**src/rtl/selevy_gpin.sv**
```systemverilog
// selevy general-purpose input port: synchronizes an external nibble and its
// strobe into the CLK domain and queues one sample per strobe rising edge.
module selevy_gpin #(
  parameter int WIDTH = 4,
  parameter int DEPTH = 4,
  parameter int AW    = 2
) (
  input  logic             CLK,
  input  logic             reset,
  input  logic [WIDTH-1:0] gin,
  input  logic             in_clk,
  input  logic             rd_en,
  input  logic             ovf_clr,
  output logic [WIDTH-1:0] rd_data,
  output logic             empty,
  output logic             full,
  output logic [AW:0]      count,
  output logic             ovf
);

  localparam logic [AW:0]   CNT_FULL = (AW+1)'(DEPTH);
  localparam logic [AW:0]   CNT_ONE  = (AW+1)'(1);
  localparam logic [AW-1:0] PTR_ONE  = AW'(1);

  // synchronizer and edge-detect history
  logic             s1_q, s1_d;
  logic             s2_q, s2_d;
  logic             s3_q, s3_d;
  logic [WIDTH-1:0] g1_q, g1_d;
  logic [WIDTH-1:0] g2_q, g2_d;

  // FIFO state
  logic [AW-1:0]    wr_ptr_q, wr_ptr_d;
  logic [AW-1:0]    rd_ptr_q, rd_ptr_d;
  logic [AW:0]      count_q, count_d;
  logic             ovf_q, ovf_d;
  logic [WIDTH-1:0] hold_q, hold_d;
  logic [WIDTH-1:0] mem_q [DEPTH];
  logic [WIDTH-1:0] mem_d [DEPTH];

  logic cap;
  logic push;
  logic pop;
  logic drop;

  always_comb begin
    s1_d     = in_clk;
    s2_d     = s1_q;
    s3_d     = s2_q;
    g1_d     = gin;
    g2_d     = g1_q;
    wr_ptr_d = wr_ptr_q;
    rd_ptr_d = rd_ptr_q;
    count_d  = count_q;
    hold_d   = hold_q;
    mem_d    = mem_q;

    cap  = s2_q & ~s3_q;
    pop  = rd_en & (count_q != '0);
    // a pop on the same edge frees the slot, so a full FIFO can still accept
    push = cap & ((count_q != CNT_FULL) | pop);
    drop = cap & ~push;

    if (push) begin
      mem_d[wr_ptr_q] = g2_q;
      wr_ptr_d        = wr_ptr_q + PTR_ONE;
    end

    if (pop) begin
      hold_d   = mem_q[rd_ptr_q];
      rd_ptr_d = rd_ptr_q + PTR_ONE;
    end

    case ({push, pop})
      2'b10:   count_d = count_q + CNT_ONE;
      2'b01:   count_d = count_q - CNT_ONE;
      default: count_d = count_q;
    endcase

    // a new drop outranks a clear on the same edge
    ovf_d = drop | (ovf_q & ~ovf_clr);
  end

  always_ff @(posedge CLK) begin
    if (reset) begin
      s1_q     <= 1'b0;
      s2_q     <= 1'b0;
      s3_q     <= 1'b0;
      g1_q     <= '0;
      g2_q     <= '0;
      wr_ptr_q <= '0;
      rd_ptr_q <= '0;
      count_q  <= '0;
      ovf_q    <= 1'b0;
      hold_q   <= '0;
      for (int i = 0; i < DEPTH; i++) begin
        mem_q[i] <= '0;
      end
    end else begin
      s1_q     <= s1_d;
      s2_q     <= s2_d;
      s3_q     <= s3_d;
      g1_q     <= g1_d;
      g2_q     <= g2_d;
      wr_ptr_q <= wr_ptr_d;
      rd_ptr_q <= rd_ptr_d;
      count_q  <= count_d;
      ovf_q    <= ovf_d;
      hold_q   <= hold_d;
      for (int i = 0; i < DEPTH; i++) begin
        mem_q[i] <= mem_d[i];
      end
    end
  end

  // when empty, the last popped value stays visible
  assign empty   = (count_q == '0);
  assign full    = (count_q == CNT_FULL);
  assign count   = count_q;
  assign ovf     = ovf_q;
  assign rd_data = empty ? hold_q : mem_q[rd_ptr_q];

endmodule

```
**config.mk**
```make
export PLATFORM = sky130hd
export DESIGN_NAME = selevy_gpin
export DESIGN_NICKNAME = d
export VERILOG_FILES = /design/src/rtl/selevy_gpin.sv
export SDC_FILE = /design/constraint.sdc
export NUM_CORES = 1
export LEC_CHECK = 0
export ABC_AREA = 1
export CELL_PAD_IN_SITES_DETAIL_PLACEMENT = 1
export CELL_PAD_IN_SITES_GLOBAL_PLACEMENT = 1
export CORE_AREA = 2 2 58 88
export CTS_CLUSTER_DIAMETER = 30
export DETAILED_ROUTE_END_ITERATION = 16
export DIE_AREA = 0 0 60 90
export PLACE_DENSITY = 0.88
export SLEW_MARGIN = 25
export SYNTH_ARGS = -nofsm -noshare
export SYNTH_HDL_FRONTEND = slang
export SYNTH_SLANG_ARGS = --single-unit
```
**constraint.sdc**
```tcl
create_clock -name CLK -period 2.94 [get_ports CLK]
set_input_delay 0.588 -clock CLK [delete_from_list [all_inputs] [get_ports CLK]]
set_output_delay 0.588 -clock CLK [all_outputs]
set_load 0.005 [all_outputs]
```
### Word level (Yosys, flattened, before mapping)

Cells that the tools add are included.

* $add $sub $neg: 4
* order comparisons: 3
* eq/ne operators: 4
* multiplexer cells: 8
* bitwise gates (word level): 12
* reductions and logical operators: 4

Operator list (number)
* 16-bit bitwise mux: 1
* 4-bit two-way mux: 4
* 4-bit binary-select mux with 2-bit select: 1
* 4-bit demux with 2-bit select: 1
* 3-bit greater-or-equal comparator (second input constant): 2
* 2-bit inverter with 3-bit output: 2
* 3-bit one-hot mux with 2 select lines: 1
* 1-bit AND: 5
* 2-bit by 1-bit adder with 2-bit output (second input constant): 2
* 3-bit by 1-bit adder with 3-bit output (second input constant): 1
* 3-bit equality test (second input constant): 1
* 3-bit logical NOT: 1
* 3-bit by 1-bit less-than comparator with 1-bit output (second input constant): 1
* 3-bit inequality test (second input constant): 1
* 1-bit inverter: 3
* 3-bit nonzero test: 1
* 3-bit by 1-bit subtractor with 3-bit output (second input constant): 1
* 2-bit by 1-bit equality test with 1-bit output (second input constant): 1
* 2-bit equality test (second input constant): 1
* 1-bit bitwise OR: 2
* 2-bit nonzero test: 1
* 1-bit logical AND: 1

* register bits after elaboration: 39
* bits of input ports: 9
* output and inout port bits: 10

### Longest topological paths before layout

Gate-level depths: netlist of the first run.

* depth in word-level cells: 7
* mapped depth: 12

### Worst setup path after synthesis of the first run

Ideal clock, no wire load.

* kind: input port to flip-flop
* from: input rd_en
* to: register count_q[2], in the netlist count[2]
* setup time: 0.113 ns
* arrival time: 1.879 ns
* data required time: 2.827 ns
* slack: 0.948 ns
* cell stages on the path: 11
* path buffers: 0
* path through: inv_2 > nand3_4 > nand2_2 > ha_1 > inv_1 > fa_1 > or2_2 > nand2_1 > nand2_1 > nand2_1 > nor2_1

* cells in the longest elaborated chain, start to end: 5
* elaborated cells on any way between the ends: 7

RTL lines
* start, declared: line 12 `input logic rd_en,`
* 1-bit AND *: line 59 `pop = rd_en & (count_q != '0);`
* 1-bit bitwise OR: line 61 `push = cap & ((count_q != CNT_FULL) | pop);`
* 1-bit AND: line 61
* 2-bit by 1-bit equality test with 1-bit output or 2-bit equality test (tied branches): line 74 `case ({push, pop})`
* 3-bit one-hot mux with 2 select lines or 2-bit nonzero test (tied branches)
* end signal, assigned: line 107 `count_q <= count_d;`
* end, declared: line 35 `logic [AW:0] count_q, count_d;`

Every way passes the cells marked *; elsewhere a longest branch is shown, timed or not.
A chain may end at the register's enable or synchronous reset.

### Worst setup path in the final report of the first run

* from: register rd_ptr_q[0]
* to: output rd_data[3]

* cells in the longest elaborated chain, start to end: 5

RTL lines
* start, declared: line 34 `logic [AW-1:0] rd_ptr_q, rd_ptr_d;`
* start signal, assigned: line 106 `rd_ptr_q <= rd_ptr_d;`
* 2-bit inverter with 3-bit output (not written as such): line 121 `assign rd_data = empty ? hold_q : mem_q[rd_ptr_q];`
* 4-bit binary-select mux with 2-bit select: line 121
* 4-bit two-way mux (not written as such) (2 in a row): line 121
* 4-bit two-way mux: line 121
* end, declared: line 14 `output logic [WIDTH-1:0] rd_data,`

Every way passes these cells. The select of a mux whose other input is x is not followed.

==> results.cfg, run 1 <==
[synthesis]
yosysSeqAreaShare_pct = 39.1
synth_area_leaders = dfxtp_1 39%, inv_1 11%, nand2_1 11%, nor2_1 8.8%, nand4_1 5.0%
ys_seq_elements = 39
synth-compound-area-share_pct = 5.71
syn_area_um2 = 1990
synth_top_family_by_area = simple AND/OR/NAND/NOR gates
yosys_warnings = 0
syn_avg_cell_area_um2 = 7.10
synth_fa_ha_area_share_pct = 4.14
yosys-mux-area-fraction_pct = 0
synth-xor-area-share_pct = 0.439
synth.distinct_cells = 26
yosysTopAreaCellShare_pct = 39.1
syn-num-nets = 296
yosys.area.top_type = dfxtp_1
yosys.area_share.simple_pct = 34.1
synthCells = 281

[cells_and_area]
stdcell_count = 365
finalInstanceArea_um2 = 2290
area_growth_pct = 15.1
layout_common_cells = 60 x inv_1, 57 x nand2_1, 47 x nor2_1, 39 x dfxtp_1, 18 x clkdlybuf4s50_1
layout.nets = 314
num_antenna_cells = 0
nFillCells = 598
layout_commonest_cell = inv_1
drive_above_1_share_pct = 9.03
fin_util_pct = 48.9

[die]
die_h_um = 90
rows = 31
start_util_pct = 42.5
core_um2 = 4690
die_x_um = 60
num_io_pins = 19
dieArea_um2 = 5400

[setup_path]
startpoint_type = register
slowest_delay_ns = 0.59
cpMaxStageDelayCell = dfxtp_1
cp.arrival_ns = 2.18
reg2reg_to = count[2]
path_cells = inv_2, nand2_1, nand3_1, o21ai_1, nand2_1, o21ai_1, clkdlybuf4s50_1
worstSetupPathType = register to output pin
r2r_slack_ns = 0.76
path_delay_family = buffers and inverters
ff2ff_path_depth = 12
worst-path-buf-inv = 2
reg2reg_from = count[1]
end_kind = output pin
crit_required_ns = 2.35
path_max_fanout = 11

[detailed_routing]
drt_iter0_drc = 27
routed_wirelength_mm = 4.59
ant_nets = 0
dr.pass1.iters = 4
vias = 1717
drc_errors = 0
viasPerCell = 4.70
detail_route.wl_per_cell_um = 12.6

[timing]
max_freq_ghz = 0.362
hold_slack_ns = 0.407
tns_ns = 0
rsz0062_at_grt = false
min_period_ns = 2.76
clock_skew_ns = 0.0134
drv_slew = 0
hold_viol_final = 0
period_share_pct = 94.0
setup_viol = 0
relSlewSlack_pct = 71.1
worstMarginPinSlew_ns = 0.433

[placed_design]
io_buffer_count = 18
place_congestion = 0.790
dp_cells = 358
post_dp_cell_area_um2 = 2190
dp_hpwl_mm = 3.30

[global_routing]
grt_pass1_wl_mm = 7.85
grt_pass1_vias = 1711
grt_max_degree = 27
grt.total_usage_pct = 19.1
grt_antenna_before_repair = 0
overflow = 0

[pwr]
peakVddDrop_v = 0.000362
leakagePower_nw = 1.05
power.density_nw_per_um2 = 671

[cts]
cts_buffer_depth = 2
cts_setup_buffers = 0
cts_tree = built
clk_latency_ns = 0.30
cts.clk_slew.worst_paths_ns = 0.08
clockRootBuffer = clkbuf_8
cts.repair.resized = 0
htree_levels = 2
cts_hold_buf = 0
cts_sinks = 39
cts_buffers = 5

[worst_hold_path]
holdPathStages = 2
hold_path.startpoint = g1_q[0]
whs_endpoint = g2_q[0]
holdCritPathClass = register to register

[run_status]
status = finished, final reports clean

[run]
maxCapViolations = 0
[cell type report]
class / count / area (µm²) / area share [%]
timing repair buffer: 20 / 195 / 8.51
multi-input combinational: 167 / 886 / 38.6
clock inverter: 1 / 30.0 / 1.31
clock buffer: 6 / 72.6 / 3.16
inverter: 66 / 248 / 10.8
sequential: 39 / 781 / 34.0
tap: 66 / 82.6 / 3.60
[sequential cells by signal (all words and copies together), names as in the netlist]
name and count:
g2_q 4, wr_ptr_q 2, ovf 1, rd_ptr_q 2, s3_q 1, count 3
mem_q 16, g1_q 4, hold_q 4, s2_q 1, s1_q 1
[kinds of logic (layout without fill, tap and decap cells)]
logic type	after synthesis	count (layout)
fa+ha+maj	6	6
simple gates	138	138
compound gates	22	22
buf+inv	75	93
xor+xnor	1	1
flops	39	39
[cell usage after synthesis]
| library cell | instances |
|---|---|
| inv_1 | 60 |
| nand2_1 | 57 |
| nor2_1 | 47 |
| dfxtp_1 | 39 |
| nand4_1 | 16 |
| o21ai_1 | 15 |
| inv_2 | 6 |
| ha_1 | 5 |
| nand3_1 | 5 |
| nand3_4 | 5 |
| a21oi_1 | 4 |
| buf_2 | 3 |
| buf_6 | 3 |
| nand2_2 | 2 |
| nand2_4 | 2 |
| o21ai_0 | 2 |
| a21oi_2 | 1 |
| buf_12 | 1 |
| buf_4 | 1 |
| clkbuf_1 | 1 |
| fa_1 | 1 |
| nor2_4 | 1 |
| nor2_8 | 1 |
| nor3_1 | 1 |
| or2_2 | 1 |
| xor2_1 | 1 |
[layer usage]
metal / routed length [µm] / track usage (%) / vias to the layer above
li1: - / - / 872
met1: 1830 / 20.4 / 801
met2: 2470 / 33.1 / 30
met3: 113 / 4.46 / 14
met4: 175 / 10.2 / 0
met5: 0 / 0 / -
[per-stage QoR]
stage | worst slack (ns) | power, mW
3_3_place_gp | 0.391 | 1.10
3_5_place_dp | 0.304 | 1.12
6_report | 0.176 | 1.54
5_1_grt | 0.0678 | 1.64
4_1_cts | 0.159 | 1.56
2_1_floorplan | 0.948 | 0.943
[report_power, final]
group          switching, mW  internal, mW
clock network          0.185         0.249
logic                  0.277         0.205
registers             0.0471         0.575
total                  0.510          1.03
[worst max-delay path by stage]
stage / slack (ns) / cells after the start / to / startpoint
global route: 0.07 / 7 / rd_data[3] / rd_ptr_q[0]
global placement: 0.39 / 11 / count[2] / rd_en
CTS: 0.16 / 7 / rd_data[3] / rd_ptr_q[0]
finish: 0.18 / 7 / rd_data[3] / rd_ptr_q[0]
detailed placement: 0.30 / 11 / count[2] / rd_en
floorplan: 0.95 / 11 / count[2] / rd_en
[tightest hold or removal path: stages (launching register included)]
cell,delay [ns]
dfxtp_1,0.30
inv_1,0.04
nor2_1,0.03
No activity file was read; power rests on OpenSTA's default activity.
==> run 2: changes to the inputs <==
--- a/config.mk
+++ b/config.mk
@@ -13,6 +13,7 @@
 export DETAILED_ROUTE_END_ITERATION = 16
 export DIE_AREA = 0 0 60 90
 export PLACE_DENSITY = 0.88
+export SETUP_SLACK_MARGIN = 0.02
 export SLEW_MARGIN = 25
 export SYNTH_ARGS = -nofsm -noshare
 export SYNTH_HDL_FRONTEND = slang
==> results of run 2 <==
No change in the layout: final DEF, timing and power equal those of run 1.
